--- config.mk ---
export PLATFORM = sky130hd
export DESIGN_NAME = cic_iq_sequencer
export DESIGN_NICKNAME = d
export VERILOG_FILES = /design/src/rtl/cic_iq_sequencer.sv
export SDC_FILE = /design/constraint.sdc
export NUM_CORES = 1
export LEC_CHECK = 0
export ABC_AREA = 1
export CORE_ASPECT_RATIO = 2
export CORE_UTILIZATION = 60
export DETAILED_ROUTE_END_ITERATION = 10
export PLACE_DENSITY = 0.94
export SYNTH_ARGS = -nofsm -noshare
export SYNTH_HDL_FRONTEND = slang
export SYNTH_SLANG_ARGS = --single-unit
--- constraint.sdc ---
create_clock -name CLK -period 2.96 [get_ports CLK]
set_clock_uncertainty 0.15 [all_clocks]
set_input_delay 0.296 -clock CLK [delete_from_list [all_inputs] [get_ports CLK]]
set_output_delay 0.296 -clock CLK [all_outputs]
set_load 0.1 [all_outputs]
--- src/rtl/cic_iq_sequencer.sv ---
// cic_iq_sequencer
//   Controller for a pair of CIC decimators (I and Q). It generates the shared
//   decimator input tick and drives the decimator reset. After enable or a
//   rate change it flushes and settles the filters, then pairs I/Q output
//   samples into a 2-entry buffer drained by a valid/ready consumer.
//
// Ports
//   CLK, RSTb            clock, asynchronous active-low reset
//   enable               run request
//   tick_div             input tick period minus one
//   cic_in_tick          one-cycle pulse to both decimators' in_tick
//   cic_rstb             active-low synchronous reset to both decimators
//   i_tick / i_sample    I decimator out_tick / x_out
//   q_tick / q_sample    Q decimator out_tick / x_out
//   out_valid/out_ready  head-of-buffer handshake
//   out_i / out_q        head pair
//   overrun              sticky: pair dropped because buffer full
//   sync_err             sticky: I/Q pairing failure
//   running              high in RUN state
module cic_iq_sequencer #(
  parameter int unsigned FLUSH_CYCLES = 4,
  parameter int unsigned SETTLE_PAIRS = 2,
  parameter int unsigned SKEW_MAX     = 3,
  parameter int unsigned DIV_BITS     = 8
) (
  input  logic                CLK,
  input  logic                RSTb,
  input  logic                enable,
  input  logic [DIV_BITS-1:0] tick_div,
  output logic                cic_in_tick,
  output logic                cic_rstb,
  input  logic                i_tick,
  input  logic [15:0]         i_sample,
  input  logic                q_tick,
  input  logic [15:0]         q_sample,
  output logic                out_valid,
  input  logic                out_ready,
  output logic [15:0]         out_i,
  output logic [15:0]         out_q,
  output logic                overrun,
  output logic                sync_err,
  output logic                running
);

  localparam int unsigned FW = $clog2(FLUSH_CYCLES + 1);
  localparam int unsigned SW = $clog2(SETTLE_PAIRS + 1);
  localparam int unsigned KW = $clog2(SKEW_MAX + 1);

  typedef enum logic [1:0] {
    ST_IDLE,
    ST_FLUSH,
    ST_SETTLE,
    ST_RUN
  } state_t;

  state_t              state;
  logic [DIV_BITS-1:0] div_reg;
  logic [DIV_BITS-1:0] div_cnt;
  logic [FW-1:0]       flush_cnt;
  logic [SW-1:0]       settle_cnt;

  // Pairing latches
  logic                i_have, q_have;
  logic [15:0]         i_lat, q_lat;
  logic [KW-1:0]       skew;

  // Completed pair, consumed the cycle after completion
  logic                pair_v;
  logic [15:0]         pair_i, pair_q;

  // Second buffer entry; the head entry is the out_* registers themselves,
  // which is what gives the two-cycle completion-to-valid latency.
  logic                b1_v;
  logic [15:0]         b1_i, b1_q;

  logic                flow;
  logic                pair_now;
  logic                push, pop;

  always_comb begin
    flow     = 1'b0;
    pair_now = 1'b0;
    push     = 1'b0;
    pop      = 1'b0;
    // Ticks, pairing and buffering only proceed in SETTLE/RUN while neither
    // a disable nor a rate change is pending; otherwise they are cleared.
    flow     = ((state == ST_SETTLE) || (state == ST_RUN)) && enable &&
               (tick_div == div_reg);
    pair_now = flow && (i_have || i_tick) && (q_have || q_tick);
    push     = flow && pair_v && (state == ST_RUN);
    pop      = out_valid && out_ready;
  end

  always_ff @(posedge CLK or negedge RSTb) begin
    if (!RSTb) begin
      state       <= ST_IDLE;
      div_reg     <= '0;
      div_cnt     <= '0;
      flush_cnt   <= '0;
      settle_cnt  <= '0;
      i_have      <= 1'b0;
      q_have      <= 1'b0;
      i_lat       <= '0;
      q_lat       <= '0;
      skew        <= '0;
      pair_v      <= 1'b0;
      pair_i      <= '0;
      pair_q      <= '0;
      b1_v        <= 1'b0;
      b1_i        <= '0;
      b1_q        <= '0;
      cic_in_tick <= 1'b0;
      cic_rstb    <= 1'b0;
      out_valid   <= 1'b0;
      out_i       <= '0;
      out_q       <= '0;
      overrun     <= 1'b0;
      sync_err    <= 1'b0;
      running     <= 1'b0;
    end else begin
      cic_in_tick <= 1'b0;
      pair_v      <= 1'b0;

      // ---------------- state machine ----------------
      case (state)
        ST_IDLE: begin
          cic_rstb <= 1'b0;
          running  <= 1'b0;
          if (enable) begin
            state     <= ST_FLUSH;
            div_reg   <= tick_div;
            flush_cnt <= '0;
          end
        end
        ST_FLUSH: begin
          if (!enable) begin
            state    <= ST_IDLE;
            cic_rstb <= 1'b0;
          end else if (flush_cnt == FW'(FLUSH_CYCLES - 1)) begin
            state      <= ST_SETTLE;
            cic_rstb   <= 1'b1;
            div_cnt    <= '0;
            settle_cnt <= '0;
          end else begin
            flush_cnt <= flush_cnt + 1'b1;
          end
        end
        ST_SETTLE, ST_RUN: begin
          if (!enable) begin
            state    <= ST_IDLE;
            cic_rstb <= 1'b0;
            running  <= 1'b0;
          end else if (tick_div != div_reg) begin
            state     <= ST_FLUSH;
            div_reg   <= tick_div;
            flush_cnt <= '0;
            cic_rstb  <= 1'b0;
            running   <= 1'b0;
          end else begin
            if (div_cnt == div_reg) begin
              cic_in_tick <= 1'b1;
              div_cnt     <= '0;
            end else begin
              div_cnt <= div_cnt + 1'b1;
            end
            if ((state == ST_SETTLE) && pair_v) begin
              if (settle_cnt == SW'(SETTLE_PAIRS - 1)) begin
                state   <= ST_RUN;
                running <= 1'b1;
              end else begin
                settle_cnt <= settle_cnt + 1'b1;
              end
            end
          end
        end
        default: state <= ST_IDLE;
      endcase

      // ---------------- I/Q pairing ----------------
      if (!flow) begin
        i_have <= 1'b0;
        q_have <= 1'b0;
      end else if (pair_now) begin
        pair_v <= 1'b1;
        pair_i <= i_tick ? i_sample : i_lat;
        pair_q <= q_tick ? q_sample : q_lat;
        i_have <= 1'b0;
        q_have <= 1'b0;
        if ((i_tick && i_have) || (q_tick && q_have))
          sync_err <= 1'b1;
      end else if (i_tick) begin
        // Only one side can be active here; a repeat tick replaces the
        // old sample and restarts the skew window.
        i_lat  <= i_sample;
        i_have <= 1'b1;
        skew   <= KW'(1);
        if (i_have) sync_err <= 1'b1;
      end else if (q_tick) begin
        q_lat  <= q_sample;
        q_have <= 1'b1;
        skew   <= KW'(1);
        if (q_have) sync_err <= 1'b1;
      end else if (i_have || q_have) begin
        if (skew >= KW'(SKEW_MAX)) begin
          i_have   <= 1'b0;
          q_have   <= 1'b0;
          sync_err <= 1'b1;
        end else begin
          skew <= skew + 1'b1;
        end
      end

      // ---------------- 2-entry buffer ----------------
      if (!flow) begin
        out_valid <= 1'b0;
        b1_v      <= 1'b0;
      end else begin
        case ({push, pop})
          2'b01: begin
            out_valid <= b1_v;
            b1_v      <= 1'b0;
            if (b1_v) begin
              out_i <= b1_i;
              out_q <= b1_q;
            end
          end
          2'b10: begin
            if (!out_valid) begin
              out_valid <= 1'b1;
              out_i     <= pair_i;
              out_q     <= pair_q;
            end else if (!b1_v) begin
              b1_v <= 1'b1;
              b1_i <= pair_i;
              b1_q <= pair_q;
            end else begin
              overrun <= 1'b1;
            end
          end
          2'b11: begin
            if (b1_v) begin
              out_i <= b1_i;
              out_q <= b1_q;
              b1_i  <= pair_i;
              b1_q  <= pair_q;
            end else begin
              out_i <= pair_i;
              out_q <= pair_q;
            end
          end
          default: ;
        endcase
      end
    end
  end

endmodule

==> Yosys cells after proc, flatten, opt, wreduce, memory -nomap -nowiden <==
Index checks and enable logic that the tools add are counted.
{ "word_totals": {"regBits": 163, "inputBits": 46, "output_inout_bits": 38} }
{ "op_classes": {"n_addsub": 4, "magnitude_cmp": 1, "eq_ne": 40, "mux": 90, "bitwise": 2, "reduce_logical": 42} }
{ "ops": {"columns": ["operator", "count"], "rows": [
  ["two-way mux 16 bit", 12],
  ["case mux 16 bit (3 select lines)", 2],
  ["two-way mux 8 bit", 8],
  ["case mux 16 bit (2 select lines)", 2],
  ["two-way mux 1 bit", 35],
  ["two-way mux 2 bit", 17],
  ["case mux 8 bit (2 select lines)", 2],
  ["inequality test 2 bit, second input constant", 13],
  ["AND reduction 4 bit", 6],
  ["inequality test 4 x 2 -> 1 bit, second input constant", 5],
  ["equality test 8 bit", 2],
  ["two-way mux 3 bit", 5],
  ["inequality test 3 bit, second input constant", 4],
  ["AND reduction 3 bit", 4],
  ["logical AND 1 bit", 10],
  ["AND reduction 5 bit", 2],
  ["case mux 3 bit (3 select lines)", 1],
  ["adder 8 x 1 -> 8 bit, second input constant", 1],
  ["equality test 2 bit, second input constant", 4],
  ["inequality test 4 bit, second input constant", 2],
  ["inequality test 8 bit", 1],
  ["AND reduction 2 bit", 4],
  ["nonzero test 4 bit", 2],
  ["AND reduction 7 bit", 1],
  ["20 further kinds", 34]
]} }

==> Depth between registers and ports, before layout <==
Gate-level depths: netlist (run 1).
{ "depth": {"ltp_word": 9, "depth_mapped": 15, "ltp_nobuf": 13} }

==> Worst setup path before layout (run 1) <==
No wires, ideal clock.
{ "synth_path": {"path_type": "reg-to-reg", "startpoint": "register out_valid", "endpoint": "register b1_q[11]", "t_arrival_ns": 1.935, "path_slack_ns": 0.758, "stages_incl_launch_ff": 10, "period_less_slack_ns": 2.202, "path_cell_list": "dfrtp_1 > nand2_1 > clkbuf_1 > inv_1 > nand2_1 > buf_2 > nand2_1 > nand2_1 > nand2_1 > nand2_1"} }
{ "synth_between": {"elab_chain_len": 4, "word_cells_on_any_way": 8, "cone_classes": "4 x eq/ne; 1 x mux; 3 x reduce/logical"} }
{ "synth_rtl": {"columns": ["item", "line_no", "source"], "rows": [
  ["from (decl)", "36", "output logic out_valid,"],
  ["from (signal assigned)", "220", "out_valid <= b1_v;"],
  ["logical AND 1 bit", "91", "pop = out_valid && out_ready;"],
  ["equality test 2 bit", "218", "case ({push, pop})"],
  ["inequality test 2 bit (no source line) / nonzero test 2 bit (equally long branches)", null, null],
  ["AND reduction 4 bit (no source line)", null, null],
  ["to (signal assigned)", "235", "b1_q <= pair_q;"],
  ["to (signal assigned)", "245", "b1_q <= pair_q;"],
  ["to (decl)", "74", "logic [15:0] b1_i, b1_q;"]
]} }
Parallel ways exist; a longest one is shown, timed or not.
A chain may end at the register's enable or synchronous reset.

==> Final worst setup path (run 1) <==
{ "layout_path": {"startpoint": "register div_reg[5]", "endpoint": "register flush_cnt[0]"} }
{ "layout_between": {"elab_chain_len": 3} }
{ "layout_rtl": {"columns": ["item", "line_no", "source"], "rows": [
  ["from (decl)", "57", "logic [DIV_BITS-1:0] div_reg;"],
  ["from (signal assigned)", "131", "div_reg <= tick_div;"],
  ["from (signal assigned)", "155", "div_reg <= tick_div;"],
  ["inequality test 8 bit", "153", "end else if (tick_div != div_reg) begin"],
  ["inequality test 2 bit (no source line)", null, null],
  ["AND reduction 5 bit (no source line)", null, null],
  ["to (signal assigned)", "145", "flush_cnt <= flush_cnt + 1'b1;"],
  ["to (decl)", "59", "logic [FW-1:0] flush_cnt;"]
]} }
Every way passes these cells.

==> impl_metrics.py, run 1 <==
metrics = {
    "yosys": {
        "synth_top_area_share_pct": 46.0,
        "synth_simple_gate_area_share_pct": 30.5,
        "synth.lib_cells_used.distinct": 38,
        "register_bit_count_reported_by_yosys": 163,
        "synth_top_family_by_area": "simple AND/OR/NAND/NOR gates",
        "post-synth-top-count-cell": "sky130_fd_sc_hd__nand2_1",
        "adder_cell_area_share_of_the_yosys_netlist_pct": 0.705,
        "synth_compound_gate_area_share_pct": 11.3,
        "synth_top_cells_by_count": "580 x sky130_fd_sc_hd__nand2_1, 163 x sky130_fd_sc_hd__dfrtp_1, 111 x sky130_fd_sc_hd__inv_1",
        "synth.avg_cell_area_um2": 7.26,
        "netlist_top_cells_area": "sky130_fd_sc_hd__dfrtp_1 46%, sky130_fd_sc_hd__nand2_1 25%, sky130_fd_sc_hd__o21ai_0 5.8%",
        "share_of_cell_area_taken_by_muxes_after_synthesis_pct": 1.81,
        "edff_count_synth": 0,
        "synthesized_instance_count": 1222,
        "post-synth-top-area-cell": "sky130_fd_sc_hd__dfrtp_1",
        "syn-num-nets": 1273,
        "post_synthesis_xor_xnor_area_fraction_pct": 0.494,
        "synth_top_flop_cell": "sky130_fd_sc_hd__dfrtp_1",
        "synth_async_sr_flop_share_pct": 100,
        "area_of_the_mapped_netlist_mm2": 0.00887,
        "synthesis.yosys.warnings": 0,
        "ys_seq_area_share_pct": 46.0,
    },
    "sta": {
        "drv_slew": 0,
        "fin_hold_ws_ns": 0.236,
        "finalCriticalPeriod_ns": 2.29,
        "slew_headroom_pct": 39.9,
        "max_slew.worst_pin.slew_ns": 0.899,
        "final-hold-violation-count": 0,
        "fin_crit_share_pct": 77.4,
        "max_freq_mhz": 436,
        "rsz0062_at_grt": "false",
        "fin_setup_tns_ns": 0,
        "setup_violations": 0,
    },
    "clock_network": {
        "cts_made_buffers": 17,
        "cts-root-buf": "sky130_fd_sc_hd__clkbuf_16",
        "clock_latency_ns": 0.44,
        "cts.htree.levels": 4,
        "maximum_buffer_depth_of_the_clock_tree": 2,
        "postCtsSetupBuffers": 0,
        "post_cts_resize_count": 0,
        "cts.clk_slew.worst_paths_ns": 0.07,
        "clock_tree_from_tritoncts": "done",
        "clock_sinks": 163,
    },
    "worst_setup_path": {
        "worst-endpoint-required_ns": 3.13,
        "cp-endpoint": "flush_cnt[0]",
        "r2r-end": "flush_cnt[0]",
        "timing.critical_path.arrival_ns": 2.46,
        "r2r_setup_slack_ns": 0.67,
        "setup.worst_path.end_class": "flip-flop",
        "r2r_start": "div_reg[5]",
        "crit_path_start": "div_reg[5]",
        "critical_path_class": "flip-flop to flip-flop",
        "critPathLaunchType": "flip-flop",
        "timing.reg2reg.worst_path_depth": 12,
        "crit_path_max_fanout": 17,
    },
    "grt": {
        "gr-usage-all-layers_pct": 30.3,
        "grt_first_pass_wirelength_um": 36300,
        "first_global_vias": 7996,
        "grt-ovfl-total": 0,
        "antenna_found_initial": 0,
        "grt_max_degree": 61,
    },
    "floorplan": {
        "die_height_um": 174,
        "floorplan.initialDensity_pct": 61.5,
        "coreArea_mm2": 0.0144,
        "core.rowCount": 62,
        "die_area_mm2": 0.0153,
        "die_width_um": 88.0,
        "io_pins": 84,
    },
    "drt": {
        "routed_wirelength_um": 21400,
        "drtIter0Drc": 681,
        "post-route-drc-count": 0,
        "vias": 8263,
        "drt_pre_antenna_iters": 5,
        "via_per_inst": 5.54,
        "ant_nets": 0,
        "route.detailed.wl_per_inst_um": 14.3,
    },
    "status": {
        "status": "finished clean",
    },
    "layout": {
        "fin_nets": 1337,
        "drive_above_1_share_pct": 10.2,
        "antenna_cells": 0,
        "syn_to_final_growth_pct": 16.0,
    },
    "job": {
        "maxCapViolations": 0,
    },
    "power": {
        "powerDensity_mw_per_mm2": 528,
        "vdd_ir_drop_max_uv": 446,
        "total_leakage_power_uw": 0.00557,
    },
    "min_path": {
        "hold_path.class": "primary input to async pin",
    },
    "placement": {
        "port_buffers": 83,
        "place.detailed.hpwl_um": 14100,
        "place_congestion": 0.857,
    },
}
## per-layer routing
metal / track usage (%) / wire, µm / vias to the layer above
li1: - / - / 3963
met2: 51.6 / 11100 / 337
met4: 13.7 / 720 / 0
met5: 0 / 0 / -
met1: 36.4 / 8250 / 3900
met3: 5.60 / 1270 / 63
## worst min-delay path by stage
stage	start	to
after floorplan	RSTb	b1_i[0]
after global placement	RSTb	div_cnt[1]
after detailed placement	RSTb	div_cnt[1]
after CTS	RSTb	div_cnt[7]
after global routing	RSTb	div_cnt[1]
final	RSTb	div_cnt[1]
## kinds of logic after synthesis
family | count (synthesis)
AND/OR/NAND/NOR | 682
buffers and inverters | 185
AO/OA/AOI/OAI | 166
flip-flops | 163
multiplexers | 16
XOR/XNOR | 5
adder cells (fa/ha/maj) | 5
## metrics by stage
stage / instance area (µm²) / cells / setup WS [ns] / util (%) / total power (µW)
floorplan: 8870 / 1222 / 0.758 / - / 3050
global placement: 9720 / 1458 / 0.365 / 67.4 / 3300
detailed placement: 9720 / 1458 / 0.298 / 67.4 / 3340
CTS: 10300 / 1491 / 0.668 / 71.3 / 5450
global route: 10300 / 1491 / 0.423 / 71.3 / 5670
finish: 10300 / 1491 / 0.669 / 71.3 / 5430
## cells in the final DEF (no fill, tap or decap), types with 2 or more instances in the layout
cell type and count:
sky130_fd_sc_hd__a21oi_1 9, sky130_fd_sc_hd__and2_1 3, sky130_fd_sc_hd__buf_12 5, sky130_fd_sc_hd__buf_4 55, sky130_fd_sc_hd__clkbuf_1 2, sky130_fd_sc_hd__clkbuf_16 17
sky130_fd_sc_hd__clkdlybuf4s50_1 44, sky130_fd_sc_hd__clkinv_1 2, sky130_fd_sc_hd__clkinvlp_4 5, sky130_fd_sc_hd__dfrtp_1 163, sky130_fd_sc_hd__ha_1 5, sky130_fd_sc_hd__inv_1 111
sky130_fd_sc_hd__inv_2 11, sky130_fd_sc_hd__inv_6 4, sky130_fd_sc_hd__mux2i_1 16, sky130_fd_sc_hd__nand2_1 579, sky130_fd_sc_hd__nand2_2 3, sky130_fd_sc_hd__nand3_1 53
sky130_fd_sc_hd__nand4_1 6, sky130_fd_sc_hd__nor2_1 27, sky130_fd_sc_hd__nor2_2 2, sky130_fd_sc_hd__nor2_4 3, sky130_fd_sc_hd__o211ai_1 28, sky130_fd_sc_hd__o21ai_0 103
sky130_fd_sc_hd__o21ai_2 16, sky130_fd_sc_hd__o31ai_1 2, sky130_fd_sc_hd__or2_2 3, sky130_fd_sc_hd__xnor2_1 4
## worst max-delay path, stage by stage, from the launching register on
cell	delay, ns
sky130_fd_sc_hd__dfrtp_1	0.43
sky130_fd_sc_hd__inv_2	0.10
sky130_fd_sc_hd__nand2_1	0.05
sky130_fd_sc_hd__nand2_1	0.07
sky130_fd_sc_hd__nor2_1	0.04
sky130_fd_sc_hd__nand2_1	0.05
sky130_fd_sc_hd__nor2_1	0.07
sky130_fd_sc_hd__nand2_1	0.08
sky130_fd_sc_hd__nand2_1	0.09
sky130_fd_sc_hd__nor2_1	0.69
sky130_fd_sc_hd__a21oi_1	0.19
sky130_fd_sc_hd__nand2_1	0.12
sky130_fd_sc_hd__nand2_1	0.05
## where the power goes
part	switching [µW]	leakage, µW	internal [µW]
clock	939	0.000259	1170
sequential	131	0.00217	2360
combinational	532	0.00314	298
total	1600	0.00557	3830
## repair_timing
action                                 CTS  global route
hold buffers                             1             0
endpoints found under the hold margin   54             0
setup endpoints to repair                0             0
## area by class of cell
type	count	area (µm²)
Inverter	124	465
Clock buffer	19	433
Fill cell	1097	4140
Tap cell	192	240
Sequential cell	163	4080
Clock inverter	13	128
Timing Repair Buffer	106	975
Multi-Input combinational cell	874	3970
Power figures use the tool's default switching activity.
==> inputs of run 2 (changes only) <==
--- a/config.mk
+++ b/config.mk
@@ -7,9 +7,9 @@
 export LEC_CHECK = 0
 export ABC_AREA = 1
 export CORE_ASPECT_RATIO = 2
-export CORE_UTILIZATION = 60
+export CORE_UTILIZATION = 58
 export DETAILED_ROUTE_END_ITERATION = 10
-export PLACE_DENSITY = 0.94
+export PLACE_DENSITY = 0.92
 export SYNTH_ARGS = -nofsm -noshare
 export SYNTH_HDL_FRONTEND = slang
 export SYNTH_SLANG_ARGS = --single-unit
==> constraint.sdc (replaced) <==
create_clock -name CLK -period 2.3 [get_ports CLK]
set_clock_uncertainty 0.15 [all_clocks]
set_input_delay 0.23 -clock CLK [delete_from_list [all_inputs] [get_ports CLK]]
set_output_delay 0.23 -clock CLK [all_outputs]
set_load 0.1 [all_outputs]
==> run 2 against run 1 <==
Combinational power increased by 40%. Count of clock-buffer cells in the layout is 1 higher. Sequential power is 28% higher. Worst setup slack lost 0.52 ns. Wire length grew 7.4%. Non-clock buffer count up 17. Sequential share of layout area down 1.3 points. Critical endpoint is now out_i[7]. Largest cell class unchanged. Largest power group unchanged.
==> impl_metrics.py, run 2 (synthesis gave the netlist of run 1 again) <==
metrics = {
    "power": {
        "vdd_ir_drop_max_uv": 557,
        "p_total_uw": 7280,
        "total_leakage_power_uw": 0.00575,
        "powerDensity_mw_per_mm2": 684,
    },
    "grt": {
        "busiest_layer": "met2",
        "grt_max_degree": 63,
        "gr-usage-met2_pct": 53.6,
        "grt_first_pass_wirelength_um": 37900,
        "antenna_found_initial": 0,
        "use_met1_pct": 35.3,
        "met3_demand_to_capacity_share_in_global_routing_pct": 6.95,
        "gr-usage-all-layers_pct": 31.4,
        "first_global_vias": 8205,
        "grt-ovfl-total": 0,
    },
    "drt": {
        "drt_pre_antenna_iters": 9,
        "routed_wirelength_um": 23000,
        "route.detailed.wl_per_inst_um": 15.2,
        "via_per_inst": 5.56,
        "vias": 8408,
        "drtIter0Drc": 741,
        "ant_nets": 0,
        "post-route-drc-count": 0,
    },
    "worst_setup_path": {
        "crit_chain": "inv_2 -> nand2_1 -> nand2_1 -> nand2_1 -> nor2_1 -> nand3_1 -> buf_12 -> nor2_2 -> nand3_1 -> nand2_2 -> clkbuf_16 -> nand2_1 -> nand2_1",
        "r2r_start": "div_reg[1]",
        "critical_path_class": "flip-flop to flip-flop",
        "r2r-end": "out_i[7]",
        "worst-endpoint-required_ns": 2.53,
        "timing.critical_path.arrival_ns": 2.38,
        "setup.worst_path.end_class": "flip-flop",
        "r2r_setup_slack_ns": 0.15,
        "critPathLaunchType": "flip-flop",
        "crit_path_max_fanout": 16,
        "crit_slowest_cell": "sky130_fd_sc_hd__dfrtp_1",
        "cp_common_cell": "sky130_fd_sc_hd__nand2_1",
        "slowest_delay_ns": 0.41,
        "timing.reg2reg.worst_path_depth": 13,
    },
    "placement": {
        "post_dp_cell_area_mm2": 0.0100,
        "place_congestion": 0.878,
        "dpl.cell_count": 1477,
        "port_buffers": 83,
        "place.detailed.hpwl_um": 14900,
    },
    "layout": {
        "fin_cells": 1511,
        "syn_to_final_growth_pct": 20.0,
        "drive_above_1_share_pct": 11.6,
        "antenna_cells": 0,
        "layout_commonest_cell": "sky130_fd_sc_hd__nand2_1",
        "final_cell_mix": "578 x sky130_fd_sc_hd__nand2_1, 163 x sky130_fd_sc_hd__dfrtp_1, 111 x sky130_fd_sc_hd__inv_1",
        "fin_nets": 1354,
        "post-route-cell-area_mm2": 0.0106,
    },
    "clock_network": {
        "clock_sinks": 163,
        "cts.clk_slew.worst_paths_ns": 0.07,
        "postCtsSetupBuffers": 0,
        "cts_made_buffers": 17,
        "maximum_buffer_depth_of_the_clock_tree": 2,
        "clock_tree_from_tritoncts": "done",
        "cts-root-buf": "sky130_fd_sc_hd__clkbuf_16",
        "clock_latency_ns": 0.44,
        "cts.htree.levels": 4,
    },
    "min_path": {
        "hold_path.class": "primary input to async pin",
    },
    "sta": {
        "max_freq_mhz": 465,
        "slew_headroom_pct": 65.3,
        "max_slew.worst_pin.slew_ns": 0.521,
        "fin_crit_share_pct": 93.6,
        "drv_slew": 0,
        "setup_violations": 0,
        "rsz0062_at_grt": "false",
        "finalCriticalPeriod_ns": 2.15,
        "final-hold-violation-count": 0,
    },
    "floorplan": {
        "die_width_um": 89.5,
        "die_area_mm2": 0.0158,
        "die_height_um": 177,
        "coreArea_mm2": 0.0149,
        "io_pins": 84,
        "core.rowCount": 63,
        "floorplan.initialDensity_pct": 59.5,
    },
    "job": {
        "maxCapViolations": 0,
    },
    "status": {
        "status": "finished clean",
    },
}
==> run 2: cell count changes in the layout (fill, tap and decap cells not counted) <==
cell | previous run | this run
sky130_fd_sc_hd__buf_4 | 55 | 58
sky130_fd_sc_hd__buf_12 | 5 | 18
sky130_fd_sc_hd__bufinv_16 | 1 | 2
sky130_fd_sc_hd__clkinvlp_4 | 5 | 1
sky130_fd_sc_hd__clkbuf_1 | 2 | 1
sky130_fd_sc_hd__clkinv_4 | 1 | 5
sky130_fd_sc_hd__clkbuf_16 | 17 | 18
sky130_fd_sc_hd__nand2_2 | 3 | 4
sky130_fd_sc_hd__inv_8 | 1 | 0
sky130_fd_sc_hd__clkbuf_8 | 0 | 2
sky130_fd_sc_hd__nand2_1 | 579 | 578
sky130_fd_sc_hd__clkinv_2 | 1 | 0
==> run 2: how the worst max path moves through the flow <==
stage / to / from / slack, ns
after CTS: out_q[3] / div_reg[1] / 0.16
after global routing: out_q[15] / div_reg[3] / 0.03
final: out_i[7] / div_reg[1] / 0.15
after global placement: out_i[8] / tick_div[3] / -0.06
after floorplan: b1_q[11] / out_valid / 0.1
after detailed placement: out_q[13] / tick_div[0] / -0.12
==> run 2: metal layers <==
layer,vias up,wire length (µm)
met5,-,0
met4,0,920
met3,84,1360
met2,379,12200
met1,3957,8430
li1,3988,-
==> run 2: layout make-up <==
type | instances | area, µm²
multi-input combinational | 874 | 3970
inverter | 124 | 465
timing repair buffer | 123 | 1280
fill | 1050 | 4250
clock inverter | 12 | 146
sequential | 163 | 4080
tap | 195 | 244
clock buffer | 20 | 457
==> run 2: stage by stage <==
| stage | worst slack [ns] | setup TNS (ns) | hold WS [ns] | util [%] |
|---|---|---|---|---|
| after global placement | -0.0624 | -2.50 | 0.0632 | 67.2 |
| after global routing | 0.0258 | 0 | 0.184 | 71.5 |
| after CTS | 0.156 | 0 | 0.164 | 71.3 |
| after floorplan | 0.0983 | 0 | -0.216 | - |
| final | 0.148 | 0 | 0.146 | 71.5 |
| after detailed placement | -0.124 | -6.23 | 0.0680 | 67.2 |
==> run 2: repair_timing <==
item	CTS	global route
gates resized for setup	0	1
setup endpoints to repair	0	1
hold buffers	1	0
endpoints found under the hold margin	80	0
==> run 2: report_power, final <==
group / internal, µW / switching (µW) / leakage [µW]
clock network: 1680 / 1250 / 0.000292
logic: 457 / 707 / 0.00330
registers: 3040 / 152 / 0.00217
total: 5170 / 2110 / 0.00575
==> run 2: worst max-delay path: cells and delay by family (launching register included) <==
family / cells / cell delay, ns
buf+inv: 3 / 0.48
flops: 1 / 0.41
simple gates: 10 / 1.06
==> inputs of run 3 (changes only) <==
--- a/config.mk
+++ b/config.mk
@@ -9,7 +9,7 @@
 export CORE_ASPECT_RATIO = 2
 export CORE_UTILIZATION = 58
 export DETAILED_ROUTE_END_ITERATION = 10
-export PLACE_DENSITY = 0.92
+export PLACE_DENSITY = 0.79
 export SYNTH_ARGS = -nofsm -noshare
 export SYNTH_HDL_FRONTEND = slang
 export SYNTH_SLANG_ARGS = --single-unit
==> run 3 against run 2 <==
Global-route usage decreased by 1.6 points. Clock power about the same. Via count is 2.5% lower. Die area unchanged. Sequential share of layout area increased by 0.054 points. Highest routed layer unchanged.
==> impl_metrics.py, run 3 (synthesis gave the netlist of run 1 again) <==
metrics = {
    "status": {
        "status": "finished clean",
    },
    "layout": {
        "syn_to_final_growth_pct": 19.8,
        "layout_commonest_cell": "sky130_fd_sc_hd__nand2_1",
        "layout.area.seq_mm2": 0.00408,
        "antenna_cells": 0,
        "fill_cells": 1154,
        "drive_above_1_share_pct": 11.7,
        "fin_nets": 1360,
        "layout.core_utilization_pct": 71.4,
        "multi_input_combinational_cell_area_mm2": 0.00397,
        "fin_cells": 1516,
        "final_cell_mix": "579 x sky130_fd_sc_hd__nand2_1, 163 x sky130_fd_sc_hd__dfrtp_1, 111 x sky130_fd_sc_hd__inv_1",
    },
    "grt": {
        "grt-ovfl-total": 0,
        "busiest_layer": "met2",
        "grt_first_pass_wirelength_um": 36400,
        "met3_demand_to_capacity_share_in_global_routing_pct": 4.43,
        "gr-usage-all-layers_pct": 29.9,
        "use_met1_pct": 35.0,
        "first_global_vias": 7987,
        "gr-usage-met2_pct": 52.5,
        "grt_max_degree": 61,
        "antenna_found_initial": 0,
    },
    "worst_setup_path": {
        "timing.reg2reg.worst_path_depth": 13,
        "crit_chain": "inv_2 -> nand2_1 -> nand2_1 -> nor2_1 -> nand2_1 -> nor2_1 -> nand3_2 -> nand2_1 -> inv_2 -> nor2_4 -> buf_12 -> nand3_1 -> nand2_1",
        "crit_slowest_cell": "sky130_fd_sc_hd__dfrtp_1",
        "critPathLaunchType": "flip-flop",
        "worst-endpoint-required_ns": 2.52,
        "crit_buf_inv": 3,
        "worst-path-stages": 13,
        "cp_common_cell": "sky130_fd_sc_hd__nand2_1",
        "crit_path_max_fanout": 32,
        "r2r_start": "div_reg[6]",
        "critPathTopFamily": "simple AND/OR/NAND/NOR gates",
        "critical_path_class": "flip-flop to flip-flop",
        "timing.critical_path.arrival_ns": 2.38,
        "r2r_setup_slack_ns": 0.14,
        "r2r-end": "out_q[7]",
        "slowest_delay_ns": 0.45,
        "setup.worst_path.end_class": "flip-flop",
    },
    "clock_network": {
        "cts.clk_slew.worst_paths_ns": 0.06,
        "ctsHoldBuffers": 1,
        "postCtsSetupBuffers": 0,
        "clock_tree_from_tritoncts": "done",
        "cts-root-buf": "sky130_fd_sc_hd__clkbuf_16",
        "cts_made_buffers": 17,
        "clock_sinks": 163,
        "cts.htree.levels": 4,
        "clock_latency_ns": 0.43,
        "maximum_buffer_depth_of_the_clock_tree": 2,
        "post_cts_resize_count": 0,
    },
    "floorplan": {
        "die_area_mm2": 0.0158,
        "die_height_um": 177,
        "floorplan.initialDensity_pct": 59.5,
        "core.rowCount": 63,
        "io_pins": 84,
        "die_width_um": 89.5,
        "coreArea_mm2": 0.0149,
    },
    "drt": {
        "drtIter0Drc": 552,
        "routed_wirelength_um": 21500,
        "post-route-drc-count": 0,
        "via_per_inst": 5.41,
        "drt_pre_antenna_iters": 5,
        "vias": 8200,
        "route.detailed.wl_per_inst_um": 14.2,
        "ant_nets": 0,
    },
    "power": {
        "total_leakage_power_uw": 0.00575,
        "vdd_ir_drop_max_uv": 630,
        "powerDensity_mw_per_mm2": 687,
    },
    "placement": {
        "place.detailed.hpwl_um": 14700,
        "port_buffers": 83,
        "dpl.cell_count": 1484,
        "place_congestion": 0.866,
    },
    "sta": {
        "setup_violations": 0,
        "slew_headroom_pct": 66.5,
        "fin_crit_share_pct": 93.9,
        "drv_slew": 0,
        "fin_setup_tns_ns": 0,
        "fin_hold_ws_ns": 0.176,
        "max_freq_mhz": 463,
        "final-hold-violation-count": 0,
        "rsz0062_at_grt": "false",
        "max_slew.worst_pin.slew_ns": 0.503,
        "finalCriticalPeriod_ns": 2.16,
    },
    "min_path": {
        "hold_path.class": "primary input to async pin",
    },
    "job": {
        "maxCapViolations": 0,
    },
}
## run 3: cell count changes in the layout (fill, tap and decap cells not counted), sizes merged
cell,change
buf,+7
bufinv,+1
clkbuf,-1
clkinv,-1
clkinvlp,+1
inv,-2
## run 3: power breakdown
| group | internal (µW) | total (µW) | switching, µW |
|---|---|---|---|
| registers | 3040 | 3200 | 165 |
| clock network | 1740 | 2930 | 1190 |
| logic | 461 | 1170 | 705 |
## run 3: worst reg2reg max path: stages (launching register included)
cell and delay (ns):
sky130_fd_sc_hd__dfrtp_1 0.45, sky130_fd_sc_hd__inv_2 0.05, sky130_fd_sc_hd__nand2_1 0.05, sky130_fd_sc_hd__nand2_1 0.09, sky130_fd_sc_hd__nor2_1 0.18, sky130_fd_sc_hd__nand2_1 0.07
sky130_fd_sc_hd__nor2_1 0.21, sky130_fd_sc_hd__nand3_2 0.15, sky130_fd_sc_hd__nand2_1 0.11, sky130_fd_sc_hd__inv_2 0.05, sky130_fd_sc_hd__nor2_4 0.12, sky130_fd_sc_hd__buf_12 0.21
sky130_fd_sc_hd__nand3_1 0.13, sky130_fd_sc_hd__nand2_1 0.08
## run 3: final cells by class
| type | count | share of cell area (%) |
|---|---|---|
| flip-flops and latches | 163 | 38.4 |
| multi-input cells | 874 | 37.3 |
| clock inverters | 11 | 1.45 |
| well taps | 195 | 2.29 |
| inverters | 124 | 4.38 |
| repair buffers | 129 | 12.0 |
| clock buffers | 20 | 4.20 |
## run 3: worst max path at each step
| stage | endpoint | startpoint | slack [ns] |
|---|---|---|---|
| global placement | out_i[6] | tick_div[6] | -0.07 |
| global route | b1_i[6] | div_reg[6] | 0.01 |
| floorplan | b1_q[11] | out_valid | 0.1 |
| detailed placement | out_q[7] | tick_div[6] | -0.10 |
| finish | out_q[7] | div_reg[6] | 0.14 |
| CTS | b1_q[1] | div_reg[6] | 0.12 |
## run 3: stage by stage
| step | setup slack [ns] | total power [µW] | cell area [µm²] |
|---|---|---|---|
| 6_report | 0.141 | 7300 | 10600 |
| 5_1_grt | 0.0136 | 7600 | 10600 |
| 4_1_cts | 0.122 | 7320 | 10600 |
| 3_5_place_dp | -0.104 | 4410 | 10000 |
| 3_3_place_gp | -0.0720 | 4380 | 10000 |
| 2_1_floorplan | 0.0983 | 3930 | 8870 |
## run 3: per-layer routing
metal	up-vias	part of all wire (%)
li1	3991	-
met1	3916	39
met2	245	53
met3	48	4.1
met4	0	3.0
met5	-	0
